[src/rtl/detector_pkg.sv]
// Shared types and 7-segment character codes for the word detector.
package detector_pkg;

  typedef enum logic {
    SEARCH,
    CELEBRATE
  } state_t;

  localparam logic [7:0] H_SEG     = 8'h89;
  localparam logic [7:0] E_SEG     = 8'h86;
  localparam logic [7:0] L_SEG     = 8'hC7;
  localparam logic [7:0] O_SEG     = 8'hA3;
  localparam logic [7:0] CELEB_SEG = 8'h7F;
  localparam logic [7:0] BLANK_SEG = 8'hFF;

endpackage

[src/rtl/celeb_timer.sv]
// Loadable down-counter; idles at zero once it has run out.
module celeb_timer #(
  parameter int unsigned W = 8
) (
  input  logic         clk,
  input  logic         reset,
  input  logic         load,
  input  logic [W-1:0] load_val,
  output logic         done
);

  logic [W-1:0] count;

  always_ff @(posedge clk) begin
    if (reset) begin
      count <= '0;
    end else if (load) begin
      count <= load_val;
    end else if (count != '0) begin
      count <= count - 1'b1;
    end
  end

  assign done = (count == '0);

endmodule

[src/rtl/fsm_pattern_detector.sv]
// Programmable word detector on the keypad character stream; celebrates
// each completed match on the digit and keeps a saturating match count.
module fsm_pattern_detector
  import detector_pkg::*;
#(
  parameter int unsigned           CHAR_W       = 8,
  parameter int unsigned           MAX_LEN      = 8,
  parameter int unsigned           CELEB_CYCLES = 150000000,
  parameter int unsigned           CNT_W        = 8,
  parameter logic [CHAR_W-1:0]     CELEB_SEG    = detector_pkg::CELEB_SEG,
  parameter logic [CHAR_W-1:0]     BLANK_SEG    = detector_pkg::BLANK_SEG,
  localparam int unsigned          LEN_W        = $clog2(MAX_LEN + 1),
  localparam int unsigned          AW           = (MAX_LEN > 1) ? $clog2(MAX_LEN) : 1
) (
  input  logic              clk,
  input  logic              reset,
  input  logic              cfg_we,
  input  logic [AW-1:0]     cfg_addr,
  input  logic [CHAR_W-1:0] cfg_data,
  input  logic              cfg_len_we,
  input  logic [LEN_W-1:0]  cfg_len,
  input  logic              char_valid,
  input  logic [CHAR_W-1:0] char_in,
  output logic [CHAR_W-1:0] hex_out,
  output logic              celebrating,
  output logic              match_pulse,
  output logic [CNT_W-1:0]  match_count,
  output logic [LEN_W-1:0]  progress
);

  localparam int unsigned TMR_W = $clog2(CELEB_CYCLES + 1);

  state_t              state, state_nxt;
  logic [LEN_W-1:0]    idx, idx_nxt;
  logic [LEN_W-1:0]    len;
  logic [CHAR_W-1:0]   pat [MAX_LEN];
  logic [CHAR_W-1:0]   hex_nxt;
  logic                pulse_nxt;
  logic [CNT_W-1:0]    cnt_nxt;
  logic                tmr_load;
  logic                tmr_done;
  logic                cfg_any;
  logic                hit_cur;
  logic                hit_first;
  logic                at_last;

  celeb_timer #(.W(TMR_W)) u_timer (
    .clk      (clk),
    .reset    (reset),
    .load     (tmr_load),
    .load_val (TMR_W'(CELEB_CYCLES - 1)),
    .done     (tmr_done)
  );

  assign cfg_any   = cfg_we | cfg_len_we;
  assign hit_cur   = (char_in == pat[idx[AW-1:0]]);
  assign hit_first = (char_in == pat[0]);
  assign at_last   = (idx == len - LEN_W'(1));

  always_ff @(posedge clk) begin
    if (reset) begin
      len <= '0;
      for (int unsigned i = 0; i < MAX_LEN; i++) begin
        pat[i] <= '0;
      end
    end else begin
      if (cfg_we && (32'(cfg_addr) < MAX_LEN)) begin
        pat[cfg_addr] <= cfg_data;
      end
      if (cfg_len_we) begin
        len <= (32'(cfg_len) > MAX_LEN) ? LEN_W'(MAX_LEN) : cfg_len;
      end
    end
  end

  always_ff @(posedge clk) begin
    if (reset) begin
      state       <= SEARCH;
      idx         <= '0;
      hex_out     <= BLANK_SEG;
      match_pulse <= 1'b0;
      match_count <= '0;
    end else begin
      state       <= state_nxt;
      idx         <= idx_nxt;
      hex_out     <= hex_nxt;
      match_pulse <= pulse_nxt;
      match_count <= cnt_nxt;
    end
  end

  always_comb begin
    state_nxt = state;
    idx_nxt   = idx;
    hex_nxt   = hex_out;
    pulse_nxt = 1'b0;
    cnt_nxt   = match_count;
    tmr_load  = 1'b0;
    unique case (state)
      SEARCH: begin
        if (char_valid) begin
          hex_nxt = char_in;
          // A same-cycle config write takes priority: the char is shown only.
          if (!cfg_any && (len != '0)) begin
            if (hit_cur && at_last) begin
              state_nxt = CELEBRATE;
              idx_nxt   = '0;
              pulse_nxt = 1'b1;
              tmr_load  = 1'b1;
              hex_nxt   = CELEB_SEG;
              if (match_count != '1) begin
                cnt_nxt = match_count + 1'b1;
              end
            end else if (hit_cur) begin
              idx_nxt = idx + 1'b1;
            end else begin
              idx_nxt = hit_first ? LEN_W'(1) : '0;
            end
          end
        end
      end
      CELEBRATE: begin
        hex_nxt = CELEB_SEG;
        if (tmr_done) begin
          state_nxt = SEARCH;
          hex_nxt   = BLANK_SEG;
        end
      end
      default: state_nxt = SEARCH;
    endcase
    if (cfg_any) begin
      idx_nxt = '0;
    end
  end

  assign celebrating = (state == CELEBRATE);
  assign progress    = idx;

endmodule
[config.mk]
export PLATFORM = sky130hd
export DESIGN_NAME = fsm_pattern_detector
export DESIGN_NICKNAME = d
export VERILOG_FILES = /design/src/rtl/detector_pkg.sv /design/src/rtl/celeb_timer.sv /design/src/rtl/fsm_pattern_detector.sv
export SDC_FILE = /design/constraint.sdc
export NUM_CORES = 1
export LEC_CHECK = 0
export BUFFER_PORTS_ARGS = -buffer_cell sky130_fd_sc_hd__buf_2
export CAP_MARGIN = 20
export CORE_ASPECT_RATIO = 0.9
export CORE_UTILIZATION = 55
export CTS_CLUSTER_DIAMETER = 200
export DETAILED_ROUTE_END_ITERATION = 7
export GPL_ROUTABILITY_DRIVEN = 0
export PLACE_DENSITY = 0.85
export REMOVE_ABC_BUFFERS = 1
export SLEW_MARGIN = 20
export SYNTH_ARGS = -nofsm -noshare
export SYNTH_HDL_FRONTEND = slang
export SYNTH_SLANG_ARGS = --single-unit
[constraint.sdc]
create_clock -name clk -period 3.7 [get_ports clk]
set_input_delay 0.185 -clock clk [delete_from_list [all_inputs] [get_ports clk]]
set_output_delay 0.185 -clock clk [all_outputs]
set_load 0.03 [all_outputs]
==> results.json <==
{
  "via_per_inst": 5.84,
  "hold_violations": 0,
  "cts_buffers": 17,
  "syn_area_per_cell_um2": 11.0,
  "synthTopCellsByArea": "edfxtp_1 (33%), dfxtp_1 (20%), and2_1 (7.0%), mux4_2 (4.7%), xor2_1 (4.2%)",
  "drtPass1Iterations": 5,
  "r2r_slack_ps": 540,
  "slew_headroom_pct": 55.9,
  "yosys.area.top_type": "edfxtp_1",
  "rows": 35,
  "synth_ff_type": "edfxtp_1",
  "ant_nets": 0,
  "cpMaxStageDelayCell": "nor2_1",
  "root_buffer": "clkbuf_16",
  "ctsResizeCount": 0,
  "grt_overflow": 0,
  "core_um2": 10200,
  "ir_worst_vdd_v": 0.000511,
  "max_slew.worst_pin.slew_ps": 660,
  "final.setup.tns_ps": 0,
  "die_x_um": 110,
  "clock-sinks": 121,
  "hold_class": "in -> reg",
  "area_growth_pct": 17.4,
  "drt_wl_total_um": 13200,
  "min-delay-start": "cfg_len[1]",
  "drtIter0Drc": 409,
  "ctsHoldBuffers": 1,
  "grt_first_pass_wirelength_um": 20400,
  "arrival_ps": 3460,
  "start_util_pct": 56.5,
  "die_area_um2": 10900,
  "hold_depth": 3,
  "drive_gt1_share_pct": 19.6,
  "placed_cell_area_um2": 6180,
  "r2r_end": "hex_out[7]",
  "grt_max_degree": 60,
  "fin_area_um2": 6800,
  "grt_pass1_vias": 3954,
  "yosys_warnings": 0,
  "slew_viol_final": 0,
  "postSynth.asyncResetShare_pct": 0,
  "critPathKind": "reg -> reg",
  "leakagePower_nw": 2.55,
  "grt_use_total_pct": 25.5,
  "slowest_delay_ps": 580,
  "setup_viol": 0,
  "period_needed_ps": 3160,
  "nets": 617,
  "fin_crit_sh_pct": 85.4,
  "worst_skew_pair.late_latency_ps": 410,
  "num_vias": 4234,
  "fmax_mhz": 316,
  "endpoint_kind": "flip-flop",
  "netlist_area_um2": 5790,
  "maxCapViolCount": 0,
  "path_cells": "buf_4 -> mux4_2 -> mux2i_1 -> xor2_1 -> o2111ai_1 -> nor2_1 -> nand3b_1 -> a31o_2",
  "holdPathEnd": "len[1]",
  "synth_edf_count": 64,
  "cts_setup_buffers": 0,
  "path_clk_slew_ps": 60,
  "wl_per_cell_um": 18.2,
  "r2r_cells": 8,
  "worst_ep_required_time_ps": 4000,
  "synth.distinct_cells": 50,
  "htreeDepth": 4,
  "power.density_nw_per_um2": 634,
  "die_y_um": 99.4,
  "portBuffers": 49,
  "startpoint_type": "flip-flop",
  "yosysSeqAreaShare_pct": 52.9,
  "cp_max_fo": 16,
  "diodes": 0,
  "synthCells": 525,
  "synthDominantCellAreaShare_pct": 33.2,
  "pin_count": 50,
  "status": "complete, no violations",
  "cts_tree": "done",
  "drc": 0,
  "cts_max_path_buffers": 2,
  "rsz0062_at_grt": "no",
  "hpwl_um": 9180,
  "clock_skew_ps": 8.57,
  "antenna_found_initial": 0,
  "ys_ff_latch": 121
}
[power by group]
part           internal, mW  leakage (nW)  switching, mW
registers              1.57          1.08          0.121
logic                 0.408          1.18          0.528
clock network          1.12         0.301          0.559
[stage by stage]
stage | setup slack (ps) | instances | util (%) | total power, mW | hold slack (ps)
5_1_grt | 387 | 725 | 66.4 | 4.51 | 48.5
3_5_place_dp | 651 | 692 | 60.3 | 2.64 | 435
4_1_cts | 591 | 725 | 66.4 | 4.32 | 23.3
2_1_floorplan | 383 | 504 | - | 2.40 | 254
3_3_place_gp | 780 | 692 | 60.3 | 2.58 | 413
6_report | 540 | 725 | 66.4 | 4.31 | 33.8
[cells by family after synthesis]
| family | after synthesis | synth area share, % |
|---|---|---|
| AO/OA/AOI/OAI | 53 | 5.55 |
| XOR/XNOR | 46 | 6.95 |
| adder cells (fa/ha/maj) | 6 | 1.30 |
| buffers and inverters | 30 | 2.27 |
| flip-flops | 121 | 52.9 |
| multiplexers | 32 | 8.19 |
| AND/OR/NAND/NOR | 237 | 22.9 |
[layout make-up]
cell class              instances  area [um^2]
clock inverters                 6         82.6
well taps                     129          161
multi-input cells             374         2600
fillers                       737         3450
clock buffers                  26          532
inverters                       9         33.8
flip-flops and latches        121         3060
repair buffers                 60          330
[per-layer routing]
metal	vias to the layer above	global-route usage [%]	wire length, um
met3	17	6.29	843
met4	0	7.69	164
li1	1997	-	-
met2	168	41.7	6340
met1	2052	33.5	5870
met5	-	0	0
[Yosys cell counts, types with 8 or more instances]
master,number
nand4_1,8
a21oi_1,28
or2_2,8
nor3_1,26
xnor2_1,18
a31oi_1,9
edfxtp_1,64
nand2_1,20
inv_1,9
mux4_2,12
clkbuf_1,14
mux2i_1,17
xor2_1,28
nor4_1,10
and2_1,65
dfxtp_1,57
nor2_1,49
nand3_1,10
[flip-flops by register name (all words and copies together) (netlist names), named ones only]
signal,count
pat,64
u_timer.count,28
hex_out,8
match_count,8
len,4
progress,4
celebrating,1
match_pulse,1
[critical path, delay by kind of cell (launching register included)]
family / cells / cell delay [ps]
muxes: 2 / 760
DFF: 1 / 300
xor gates and xnor gates: 1 / 170
buffers and inverters: 1 / 280
and+or+nand+nor: 2 / 960
AOI/OAI and AO/OA: 2 / 570
[how the worst max path moves through the flow]
stage	startpoint	to	slack, ps
finish	flip-flop	hex_out[7]	540
floorplan	flip-flop	match_count[0]	380
CTS	flip-flop	hex_out[7]	590
global placement	flip-flop	hex_out[7]	780
global route	flip-flop	hex_out[7]	390
detailed placement	flip-flop	hex_out[7]	650
[cell usage in the layout, fill, tap and decap left out, types with 3 or more instances in the layout]
cell type	count
clkbuf_16	19
clkbuf_8	3
nand3_1	10
nor2b_1	6
edfxtp_1	64
a2bb2oi_1	3
clkbuf_1	4
nand3b_1	6
or2_2	8
nor3_1	26
nor2_1	49
mux4_2	12
mux2i_1	17
clkinv_2	3
or4_1	4
buf_2	49
xnor2_1	18
nor4_1	10
and2_1	65
buf_4	10
a31o_2	3
nand2_1	20
xor2_1	28
dfxtp_1	57
o21ai_0	3
a31oi_1	9
inv_1	9
ha_1	6
or3_1	6
nand2b_1	6
a21oi_1	28
nand4_1	8
(Power assumes the default switching activity.)
